<file path="src/rtl/seg_pkg.sv">
// Shared types and segment patterns for the 7-segment scan controller.
// Patterns are {a,b,c,d,e,f,g}, active-high.
package seg_pkg;

    typedef enum logic {
        ST_ON    = 1'b0,
        ST_BLANK = 1'b1
    } state_t;

    localparam logic [6:0] SEG_0   = 7'b1111110;
    localparam logic [6:0] SEG_1   = 7'b0110000;
    localparam logic [6:0] SEG_2   = 7'b1101101;
    localparam logic [6:0] SEG_3   = 7'b1111001;
    localparam logic [6:0] SEG_4   = 7'b0110011;
    localparam logic [6:0] SEG_5   = 7'b1011011;
    localparam logic [6:0] SEG_6   = 7'b1011111;
    localparam logic [6:0] SEG_7   = 7'b1110000;
    localparam logic [6:0] SEG_8   = 7'b1111111;
    localparam logic [6:0] SEG_9   = 7'b1111011;
    localparam logic [6:0] SEG_OFF = 7'b0000000;

endpackage

</file>
<file path="src/rtl/seg_bcd_dec.sv">
// Combinational BCD to 7-segment decoder; non-BCD codes (10..15) go dark
// rather than showing a partial glyph.
module seg_bcd_dec (
    input  logic [3:0] bcd,
    output logic [6:0] seg
);
    import seg_pkg::*;

    always_comb begin
        case (bcd)
            4'd0:    seg = SEG_0;
            4'd1:    seg = SEG_1;
            4'd2:    seg = SEG_2;
            4'd3:    seg = SEG_3;
            4'd4:    seg = SEG_4;
            4'd5:    seg = SEG_5;
            4'd6:    seg = SEG_6;
            4'd7:    seg = SEG_7;
            4'd8:    seg = SEG_8;
            4'd9:    seg = SEG_9;
            default: seg = SEG_OFF;
        endcase
    end

endmodule

</file>
<file path="src/rtl/seg_scan_ctrl.sv">
// Time-multiplexed NDIG-digit 7-segment scan controller with frame-aligned
// value updates. Define SEG_LZB_EN to enable leading-zero blanking.
module seg_scan_ctrl #(
    parameter int NDIG  = 4,
    parameter int DWELL = 1000,
    parameter int BLANK = 16
) (
    input  logic              clk,
    input  logic              rst,
    input  logic              in_valid,
    input  logic [4*NDIG-1:0] in_data,
    output logic              in_ready,
    output logic [NDIG-1:0]   an,
    output logic [3:0]        digit_bcd,
    output logic [6:0]        seg,
    output logic              frame_done
);
    import seg_pkg::*;

    localparam int CMAX = (DWELL > BLANK) ? DWELL : BLANK;
    localparam int CW   = (CMAX > 1) ? $clog2(CMAX) : 1;
    localparam int IW   = $clog2(NDIG);

    state_t            state_q, state_d;
    logic [IW-1:0]     idx_q, idx_d, idx_nxt;
    logic [CW-1:0]     cnt_q, cnt_d;
    logic [NDIG-1:0]   an_q, an_d;
    logic [3:0]        digit_bcd_q, digit_bcd_d;
    logic [4*NDIG-1:0] disp_q, disp_d;
    logic [4*NDIG-1:0] pend_q, pend_d;
    logic              pend_full_q, pend_full_d;
    logic              frame_done_q, frame_done_d;
    logic              wrap;
    logic              lit;
    logic [3:0]        nib;

    always_comb begin
        state_d      = state_q;
        idx_d        = idx_q;
        cnt_d        = cnt_q;
        an_d         = an_q;
        digit_bcd_d  = digit_bcd_q;
        disp_d       = disp_q;
        pend_d       = pend_q;
        pend_full_d  = pend_full_q;
        frame_done_d = 1'b0;
        wrap         = (idx_q == IW'(NDIG - 1));
        idx_nxt      = wrap ? '0 : idx_q + 1'b1;
        nib          = '0;
        lit          = 1'b1;

        case (state_q)
            ST_ON: begin
                if (cnt_q == '0) begin
                    state_d = ST_BLANK;
                    cnt_d   = CW'(BLANK - 1);
                    an_d    = '0;
                end else begin
                    cnt_d = cnt_q - 1'b1;
                end
            end
            default: begin
                if (cnt_q == '0) begin
                    state_d = ST_ON;
                    cnt_d   = CW'(DWELL - 1);
                    idx_d   = idx_nxt;
                    // Swap uses the registered pend_full, so a value accepted on
                    // this very edge waits for the following boundary.
                    if (wrap) begin
                        frame_done_d = 1'b1;
                        if (pend_full_q) begin
                            disp_d      = pend_q;
                            pend_full_d = 1'b0;
                        end
                    end
                    for (int k = 0; k < NDIG; k++) begin
                        if (IW'(k) == idx_nxt) nib = disp_d[4*k +: 4];
                    end
`ifdef SEG_LZB_EN
                    lit = (idx_nxt == '0);
                    for (int k = 0; k < NDIG; k++) begin
                        if (IW'(k) >= idx_nxt && disp_d[4*k +: 4] != 4'd0) lit = 1'b1;
                    end
`endif
                    digit_bcd_d = nib;
                    an_d        = lit ? (NDIG'(1) << idx_nxt) : '0;
                end else begin
                    cnt_d = cnt_q - 1'b1;
                end
            end
        endcase

        if (in_valid && !pend_full_q) begin
            pend_d      = in_data;
            pend_full_d = 1'b1;
        end
    end

    always_ff @(posedge clk or posedge rst) begin
        if (rst) begin
            state_q      <= ST_BLANK;
            idx_q        <= IW'(NDIG - 1);
            cnt_q        <= CW'(BLANK - 1);
            an_q         <= '0;
            digit_bcd_q  <= '0;
            disp_q       <= '0;
            pend_q       <= '0;
            pend_full_q  <= 1'b0;
            frame_done_q <= 1'b0;
        end else begin
            state_q      <= state_d;
            idx_q        <= idx_d;
            cnt_q        <= cnt_d;
            an_q         <= an_d;
            digit_bcd_q  <= digit_bcd_d;
            disp_q       <= disp_d;
            pend_q       <= pend_d;
            pend_full_q  <= pend_full_d;
            frame_done_q <= frame_done_d;
        end
    end

    seg_bcd_dec u_dec (
        .bcd (digit_bcd_q),
        .seg (seg)
    );

    assign in_ready   = !pend_full_q;
    assign an         = an_q;
    assign digit_bcd  = digit_bcd_q;
    assign frame_done = frame_done_q;

endmodule

</file>
<file path="config.mk">
export PLATFORM = sky130hd
export DESIGN_NAME = seg_scan_ctrl
export DESIGN_NICKNAME = d
export VERILOG_FILES = /design/src/rtl/seg_pkg.sv /design/src/rtl/seg_bcd_dec.sv /design/src/rtl/seg_scan_ctrl.sv
export SDC_FILE = /design/constraint.sdc
export NUM_CORES = 1
export LEC_CHECK = 0
export ABC_CLOCK_PERIOD_IN_PS = 2400
export CORE_ASPECT_RATIO = 2
export CORE_UTILIZATION = 43
export DETAILED_ROUTE_END_ITERATION = 16
export PLACE_DENSITY = 0.71
export SYNTH_ARGS = -nofsm -noshare
export SYNTH_HDL_FRONTEND = slang
export SYNTH_SLANG_ARGS = --single-unit
export TNS_END_PERCENT = 30
</file>
<file path="constraint.sdc">
create_clock -name clk -period 2.4 [get_ports clk]
set_clock_uncertainty 0.15 [all_clocks]
set_input_delay 0.48 -clock clk [delete_from_list [all_inputs] [get_ports clk]]
set_output_delay 0.48 -clock clk [all_outputs]
set_load 0.02 [all_outputs]
</file>
==> run_summary.xml, run 1 <==
<?xml version="1.0" encoding="UTF-8"?>
<metrics>
  <group name="clocking">
    <metric name="cts_num_sinks" unit="">55</metric>
    <metric name="clock_insertion_delay_worst_skew" unit="ns">0.29</metric>
    <metric name="cts.reportedPaths.clkPinSlew" unit="ns">0.07</metric>
    <metric name="cts-buffers-inserted" unit="">5</metric>
    <metric name="max-clock-path-buffers" unit="">2</metric>
    <metric name="clock_h_tree_levels" unit="">2</metric>
    <metric name="cts.root.buffer_cell" unit="">clkbuf_16</metric>
    <metric name="tritoncts" unit="">done</metric>
  </group>
  <group name="power_and_ir_drop">
    <metric name="power.ir.vdd_worst" unit="mV">0.503</metric>
    <metric name="power.density" unit="mW/mm2">513</metric>
    <metric name="p_leak" unit="nW">1.56</metric>
    <metric name="report.power.total" unit="W">0.00178</metric>
  </group>
  <group name="timing">
    <metric name="final.setup.tns" unit="ns">0</metric>
    <metric name="setup_viol" unit="">0</metric>
    <metric name="max_slew.worst_pin.slew" unit="ns">0.409</metric>
    <metric name="layout_min_cycle_time" unit="ns">2.28</metric>
    <metric name="fin_crit_sh" unit="%">94.9</metric>
    <metric name="max_slew_margin" unit="%">72.4</metric>
    <metric name="final_max_slew_violation_count" unit="">0</metric>
    <metric name="rsz0062_at_grt" unit="">no</metric>
    <metric name="maxClockFrequency" unit="MHz">439</metric>
    <metric name="hold_violations" unit="">0</metric>
  </group>
  <group name="global_route">
    <metric name="grt_antenna_before_repair" unit="">0</metric>
    <metric name="grt_util_all_layers" unit="%">18.2</metric>
    <metric name="grt_max_degree" unit="">24</metric>
    <metric name="total_congestion_overflow_after_global_routing" unit="">0</metric>
    <metric name="grt_pass1_wl" unit="um">9190</metric>
    <metric name="first_global_vias" unit="">1919</metric>
  </group>
  <group name="synth">
    <metric name="synth_ff_type" unit="">dfrtp_1</metric>
    <metric name="post_synth_fa_ha_maj_area_fraction" unit="%">5.42</metric>
    <metric name="yosys_register_bits" unit="">55</metric>
    <metric name="synth.mux.area_fraction" unit="%">18.0</metric>
    <metric name="synth_top_family_by_area" unit="">multiplexers</metric>
    <metric name="compound_cell_area_share_of_the_yosys_netlist" unit="%">11.9</metric>
    <metric name="yosys_warnings" unit="">0</metric>
    <metric name="netlist_area" unit="mm2">0.00277</metric>
    <metric name="synth_simple_gate_area_share" unit="%">8.63</metric>
    <metric name="synth.lib_cells_used.distinct" unit="">48</metric>
    <metric name="synth-async-reset-ratio" unit="%">100</metric>
    <metric name="number_of_enable_flip_flop_cells_after_synthesis" unit="">0</metric>
    <metric name="syn-instance-count" unit="">235</metric>
    <metric name="synth.yosys.seq_area_share" unit="%">50.0</metric>
    <metric name="synth_nets" unit="">266</metric>
    <metric name="synthXorXnorAreaFrac" unit="%">1.90</metric>
    <metric name="synth_area_per_cell" unit="um2">11.8</metric>
  </group>
  <group name="setup_path">
    <metric name="end_kind" unit="">flop</metric>
    <metric name="maximum_fanout_along_the_worst_path" unit="">16</metric>
    <metric name="worst_setup_path_start_kind" unit="">flop</metric>
    <metric name="r2r-start" unit="">cnt_q[5]</metric>
    <metric name="worst_r2r_path_depth" unit="">5</metric>
    <metric name="reg2reg_capture_point" unit="">disp_q[4]</metric>
    <metric name="required" unit="ns">2.43</metric>
    <metric name="critPathArrivalTime" unit="ns">2.31</metric>
    <metric name="setup_slack_of_the_most_critical_reg_to_reg_path" unit="ns">0.12</metric>
    <metric name="timing_worst_setup_path_type" unit="">reg -&gt; reg</metric>
  </group>
  <group name="floorplanning">
    <metric name="die_h" unit="um">115</metric>
    <metric name="coreArea" unit="mm2">0.00626</metric>
    <metric name="die_w" unit="um">58.7</metric>
    <metric name="start_util" unit="%">44.2</metric>
    <metric name="io-pin-count" unit="">36</metric>
    <metric name="std_cell_rows" unit="">41</metric>
    <metric name="fp.dieArea" unit="mm2">0.00678</metric>
  </group>
  <group name="cells_and_area">
    <metric name="layout_commonest_cell" unit="">dfrtp_1</metric>
    <metric name="final_layout_size_suffix_gt1_share" unit="%">28.1</metric>
    <metric name="synthToLayoutAreaGrowth" unit="%">25.7</metric>
    <metric name="antenna_cells" unit="">0</metric>
    <metric name="fillerInstances" unit="">551</metric>
    <metric name="finalNetCount" unit="">308</metric>
    <metric name="most-common-layout-cells" unit="">dfrtp_1 (47), mux2_2 (28), clkdlybuf4s50_1 (28), nor2_1 (13), a21oi_1 (13)</metric>
  </group>
  <group name="route">
    <metric name="drt_pre_antenna_iters" unit="">4</metric>
    <metric name="routed_via_density" unit="">5.11</metric>
    <metric name="route.vias.total" unit="">1860</metric>
    <metric name="drc_errors" unit="">0</metric>
    <metric name="detail_route.wl_per_cell" unit="um">15.0</metric>
    <metric name="postRouteAntennaNets" unit="">0</metric>
    <metric name="detail_route.wirelength" unit="um">5450</metric>
    <metric name="drt_first_iter_violations" unit="">56</metric>
  </group>
  <group name="job">
    <metric name="number_of_max_cap_violations" unit="">0</metric>
  </group>
  <group name="place">
    <metric name="port_buffers" unit="">35</metric>
    <metric name="gp_routability_congestion" unit="">0.766</metric>
    <metric name="dp_hpwl" unit="um">4160</metric>
  </group>
  <group name="hold_path">
    <metric name="holdPathEnd" unit="">cnt_q[0]</metric>
    <metric name="worstHoldPathType" unit="">reg -&gt; reg</metric>
    <metric name="holdPathStages" unit="">1</metric>
    <metric name="hp-start" unit="">cnt_q[0]</metric>
  </group>
  <group name="run_status">
    <metric name="status" unit="">finished, final reports clean</metric>
  </group>
</metrics>
## state kept, by name, summed over array words and instances (netlist names)
name and count:
digit_bcd 4, state_q 1, an 4, pend_q 16, pend_full_q 1, frame_done 1, disp_q 16, cnt_q 10
idx_q 2
## worst max-delay path: stages, from the launching register on
cell and delay, ns:
dfrtp_1 0.42, or4_1 0.61, nor4_4 0.26, and2_4 0.20
buf_12 0.16, mux2_2 0.35
## Yosys cell counts, types with 5 or more instances
library cell	number	share of area, %
o21ai_0	6	1.1
dfrtp_1	48	43
mux2i_1	7	2.5
a21oi_1	13	2.4
nor2_1	13	1.8
nand2_1	8	1.1
ha_1	12	5.4
dfstp_2	7	6.6
xnor2_1	5	1.6
mux2_1	10	4.1
mux2_2	28	11
inv_1	13	1.8
clkbuf_1	6	0.81
## metrics by stage
| stage | setup slack, ns | hold slack, ns | util (%) | cells | area, um2 |
|---|---|---|---|---|---|
| after global routing | 0.00240 | 0.333 | 55.6 | 364 | 3480 |
| after global placement | 0.108 | 0.301 | 53.2 | 355 | 3330 |
| after CTS | 0.0137 | 0.323 | 55.6 | 363 | 3480 |
| after detailed placement | 0.0347 | 0.306 | 53.2 | 355 | 3330 |
| after floorplan | -0.0207 | 0.291 | - | 235 | 2830 |
| final | 0.123 | 0.323 | 55.6 | 364 | 3480 |
## power breakdown
group           total, W  switching (W)  internal [W]
logic          0.0000699      0.0000266     0.0000434
registers       0.000952      0.0000107      0.000941
clock network   0.000762       0.000317      0.000445
## per-layer routing
| metal | track usage, % | wire, um | vias to the layer above |
|---|---|---|---|
| met2 | 33.1 | 3110 | 31 |
| li1 | - | - | 917 |
| met1 | 20.6 | 2120 | 906 |
| met4 | 6.51 | 97 | 0 |
| met3 | 3.57 | 126 | 6 |
| met5 | 0 | 0 | - |
## worst max path at each step
| stage | start | to | depth (start not counted) |
|---|---|---|---|
| 2_1_floorplan | cnt_q[1] | disp_q[10] | 8 |
| 3_3_place_gp | digit_bcd[1] | seg[3] | 5 |
| 3_5_place_dp | digit_bcd[1] | seg[3] | 5 |
| 4_1_cts | digit_bcd[1] | seg[3] | 5 |
| 5_1_grt | digit_bcd[1] | seg[6] | 6 |
| 6_report | cnt_q[5] | disp_q[4] | 5 |
## cells by family after synthesis
| group | Yosys count |
|---|---|
| buf+inv | 26 |
| xor+xnor | 6 |
| simple gates | 42 |
| flops | 55 |
| fa+ha+maj | 12 |
| mux | 45 |
| compound gates | 49 |
## timing repair
action	4_1_cts	5_1_grt
pin swaps	0	1
setup endpoints to repair	7	20
buffers inserted	0	1
gates resized for setup	8	11
hold buffers	0	0
## layout make-up
class,count,area [um2],area share [%]
clock buffers,8,156,4.50
repair buffers,48,454,13.1
inverters,13,48.8,1.40
multi-input cells,154,1330,38.1
flip-flops and latches,55,1390,39.9
well taps,86,108,3.09
Power figures use the tool's default switching activity.
==> run 2: changes to the inputs <==
- CORE_MARGIN: not set -> 5
==> run 2 against run 1 <==
Against the previous run:
- combinational power is 5.6% lower
- flip-flop and latch count stayed put
- sequential power hardly changed
- routed wire length is 3.9% lower
- non-clock buffer count is 1 lower
- register-to-register slack hardly changed
- largest cell class unchanged
==> run_summary.xml, run 2 (synthesized netlist as in run 1, its figures left out) <==
<?xml version="1.0" encoding="UTF-8"?>
<metrics>
  <group name="floorplanning">
    <metric name="coreArea" unit="mm2">0.00631</metric>
    <metric name="die_h" unit="um">123</metric>
    <metric name="io-pin-count" unit="">36</metric>
    <metric name="start_util" unit="%">43.9</metric>
    <metric name="die_w" unit="um">66.7</metric>
    <metric name="fp.dieArea" unit="mm2">0.00824</metric>
    <metric name="std_cell_rows" unit="">41</metric>
  </group>
  <group name="timing">
    <metric name="max_slew_margin" unit="%">71.5</metric>
    <metric name="rsz0062_at_grt" unit="">yes</metric>
    <metric name="final.setup.tns" unit="ns">0</metric>
    <metric name="hold_violations" unit="">0</metric>
    <metric name="max_slew.worst_pin.slew" unit="ns">0.422</metric>
    <metric name="fin_crit_sh" unit="%">94.8</metric>
    <metric name="final_max_slew_violation_count" unit="">0</metric>
    <metric name="setup_viol" unit="">0</metric>
    <metric name="maxClockFrequency" unit="MHz">439</metric>
    <metric name="layout_min_cycle_time" unit="ns">2.28</metric>
  </group>
  <group name="setup_path">
    <metric name="setup_slack_of_the_most_critical_reg_to_reg_path" unit="ns">0.12</metric>
    <metric name="end_kind" unit="">flop</metric>
    <metric name="worst_setup_path_start_kind" unit="">flop</metric>
    <metric name="required" unit="ns">2.42</metric>
    <metric name="r2r-start" unit="">cnt_q[1]</metric>
    <metric name="maximum_fanout_along_the_worst_path" unit="">16</metric>
    <metric name="crit_path_max_cell_delay" unit="ns">0.49</metric>
    <metric name="worst_path_max_delay_cell" unit="">or4b_4</metric>
    <metric name="critPathArrivalTime" unit="ns">2.30</metric>
    <metric name="critical_path.startpoint" unit="">cnt_q[1]</metric>
    <metric name="cp_top_family" unit="">simple AND/OR/NAND/NOR gates</metric>
    <metric name="path_cells" unit="">inv_2 -&gt; ha_4 -&gt; or4b_4 -&gt; nor4_4 -&gt; and2_4 -&gt; buf_12 -&gt; mux2_2</metric>
    <metric name="timing_worst_setup_path_type" unit="">reg -&gt; reg</metric>
    <metric name="crit_buf_inv" unit="">2</metric>
  </group>
  <group name="route">
    <metric name="route.vias.total" unit="">1916</metric>
    <metric name="drc_errors" unit="">0</metric>
    <metric name="drt_first_iter_violations" unit="">56</metric>
    <metric name="detail_route.wl_per_cell" unit="um">14.4</metric>
    <metric name="detail_route.wirelength" unit="um">5240</metric>
    <metric name="drt_pre_antenna_iters" unit="">4</metric>
    <metric name="routed_via_density" unit="">5.28</metric>
    <metric name="postRouteAntennaNets" unit="">0</metric>
  </group>
  <group name="clocking">
    <metric name="cts.reportedPaths.clkPinSlew" unit="ns">0.06</metric>
    <metric name="clock_insertion_delay_worst_skew" unit="ns">0.29</metric>
    <metric name="cts_num_sinks" unit="">55</metric>
    <metric name="max-clock-path-buffers" unit="">2</metric>
    <metric name="tritoncts" unit="">done</metric>
    <metric name="hold_fix_buffer_count_after_cts" unit="">0</metric>
    <metric name="cts.root.buffer_cell" unit="">clkbuf_16</metric>
    <metric name="cts-buffers-inserted" unit="">5</metric>
    <metric name="clock_h_tree_levels" unit="">2</metric>
  </group>
  <group name="place">
    <metric name="post_dp_cell_area" unit="mm2">0.00333</metric>
    <metric name="port_buffers" unit="">35</metric>
    <metric name="gp_routability_congestion" unit="">0.768</metric>
    <metric name="dp_hpwl" unit="um">3970</metric>
  </group>
  <group name="cells_and_area">
    <metric name="final_layout_size_suffix_gt1_share" unit="%">26.4</metric>
    <metric name="synthToLayoutAreaGrowth" unit="%">24.9</metric>
    <metric name="antenna_cells" unit="">0</metric>
    <metric name="design_area" unit="mm2">0.00346</metric>
    <metric name="fillerInstances" unit="">545</metric>
    <metric name="top_regs" unit="">disp_q: 16 flops, pend_q: 16 flops, cnt_q: 10 flops</metric>
    <metric name="most-common-layout-cells" unit="">dfrtp_1 (48), mux2_2 (28), clkdlybuf4s50_1 (28), nor2_1 (13), a21oi_1 (13)</metric>
    <metric name="finalNetCount" unit="">307</metric>
    <metric name="layout_commonest_cell" unit="">dfrtp_1</metric>
  </group>
  <group name="hold_path">
    <metric name="worstHoldPathType" unit="">in -&gt; async</metric>
  </group>
  <group name="power_and_ir_drop">
    <metric name="power.ir.vdd_worst" unit="mV">0.533</metric>
    <metric name="p_leak" unit="nW">1.55</metric>
    <metric name="power.density" unit="mW/mm2">492</metric>
  </group>
  <group name="job">
    <metric name="number_of_max_cap_violations" unit="">0</metric>
  </group>
  <group name="global_route">
    <metric name="grt_antenna_before_repair" unit="">0</metric>
    <metric name="grt_pass1_wl" unit="um">9220</metric>
    <metric name="first_global_vias" unit="">1993</metric>
    <metric name="total_congestion_overflow_after_global_routing" unit="">0</metric>
    <metric name="grt_max_degree" unit="">47</metric>
    <metric name="grt_util_all_layers" unit="%">14.9</metric>
  </group>
  <group name="run_status">
    <metric name="status" unit="">finished, final reports clean</metric>
  </group>
</metrics>
[run 2: area by class of cell]
type                       count  area [um2]  area share (%)
sequential                    55        1390            40.1
timing repair buffer          47         454            13.1
tap                           86         108            3.11
multi-input combinational    154        1330            38.3
clock buffer                   8         136            3.94
inverter                      13        48.8            1.41
[run 2: report_power, final]
group / internal (W) / leakage (nW) / total (W) / switching (W)
Sequential: 0.000942 / 0.695 / 0.000953 / 0.0000119
Combinational: 0.0000413 / 0.793 / 0.0000660 / 0.0000247
Clock: 0.000388 / 0.0652 / 0.000682 / 0.000294
[run 2: stage by stage]
step / total power (W) / setup WS [ns] / std cells / hold WS [ns] / utilization (%)
floorplan: 0.000994 / -0.0207 / 235 / 0.291 / -
global placement: 0.00104 / 0.124 / 355 / 0.302 / 52.8
detailed placement: 0.00104 / 0.112 / 355 / 0.311 / 52.8
CTS: 0.00173 / 0.0721 / 363 / 0.269 / 54.8
global route: 0.00177 / -0.00190 / 363 / 0.291 / 54.8
finish: 0.00170 / 0.124 / 363 / 0.272 / 54.8
[run 2: final timing paths]
path | cells after the start | to
worst max-delay path | 7 | disp_q[4]
worst min-delay path | 2 | cnt_q[5]
worst max register to register | 7 | disp_q[4]
worst min register to register | 1 | cnt_q[0]
max in group asynchronous | 3 | idx_q[1]
min in group clk | 1 | cnt_q[0]
[run 2: worst reg2reg max path, cell delays in order (launching register included)]
cell and delay, ns:
dfstp_2 0.37, inv_2 0.07, ha_4 0.12, or4b_4 0.49, nor4_4 0.24, and2_4 0.19, buf_12 0.16, mux2_2 0.36
[run 2: what timing repair did]
item                                    CTS  global route
setup buffers                             0             0
endpoints found under the setup margin    7             4
gates cloned                              0             0
gates resized for setup                   7             6
[run 2: per-layer routing]
metal	vias up	wire (um)	track usage [%]	share of wire, %
met4	0	148	7.38	2.8
li1	915	-	-	-
met1	943	2020	16.4	38
met5	-	0	0	0
met2	45	2870	26.6	55
met3	13	208	3.00	4.0
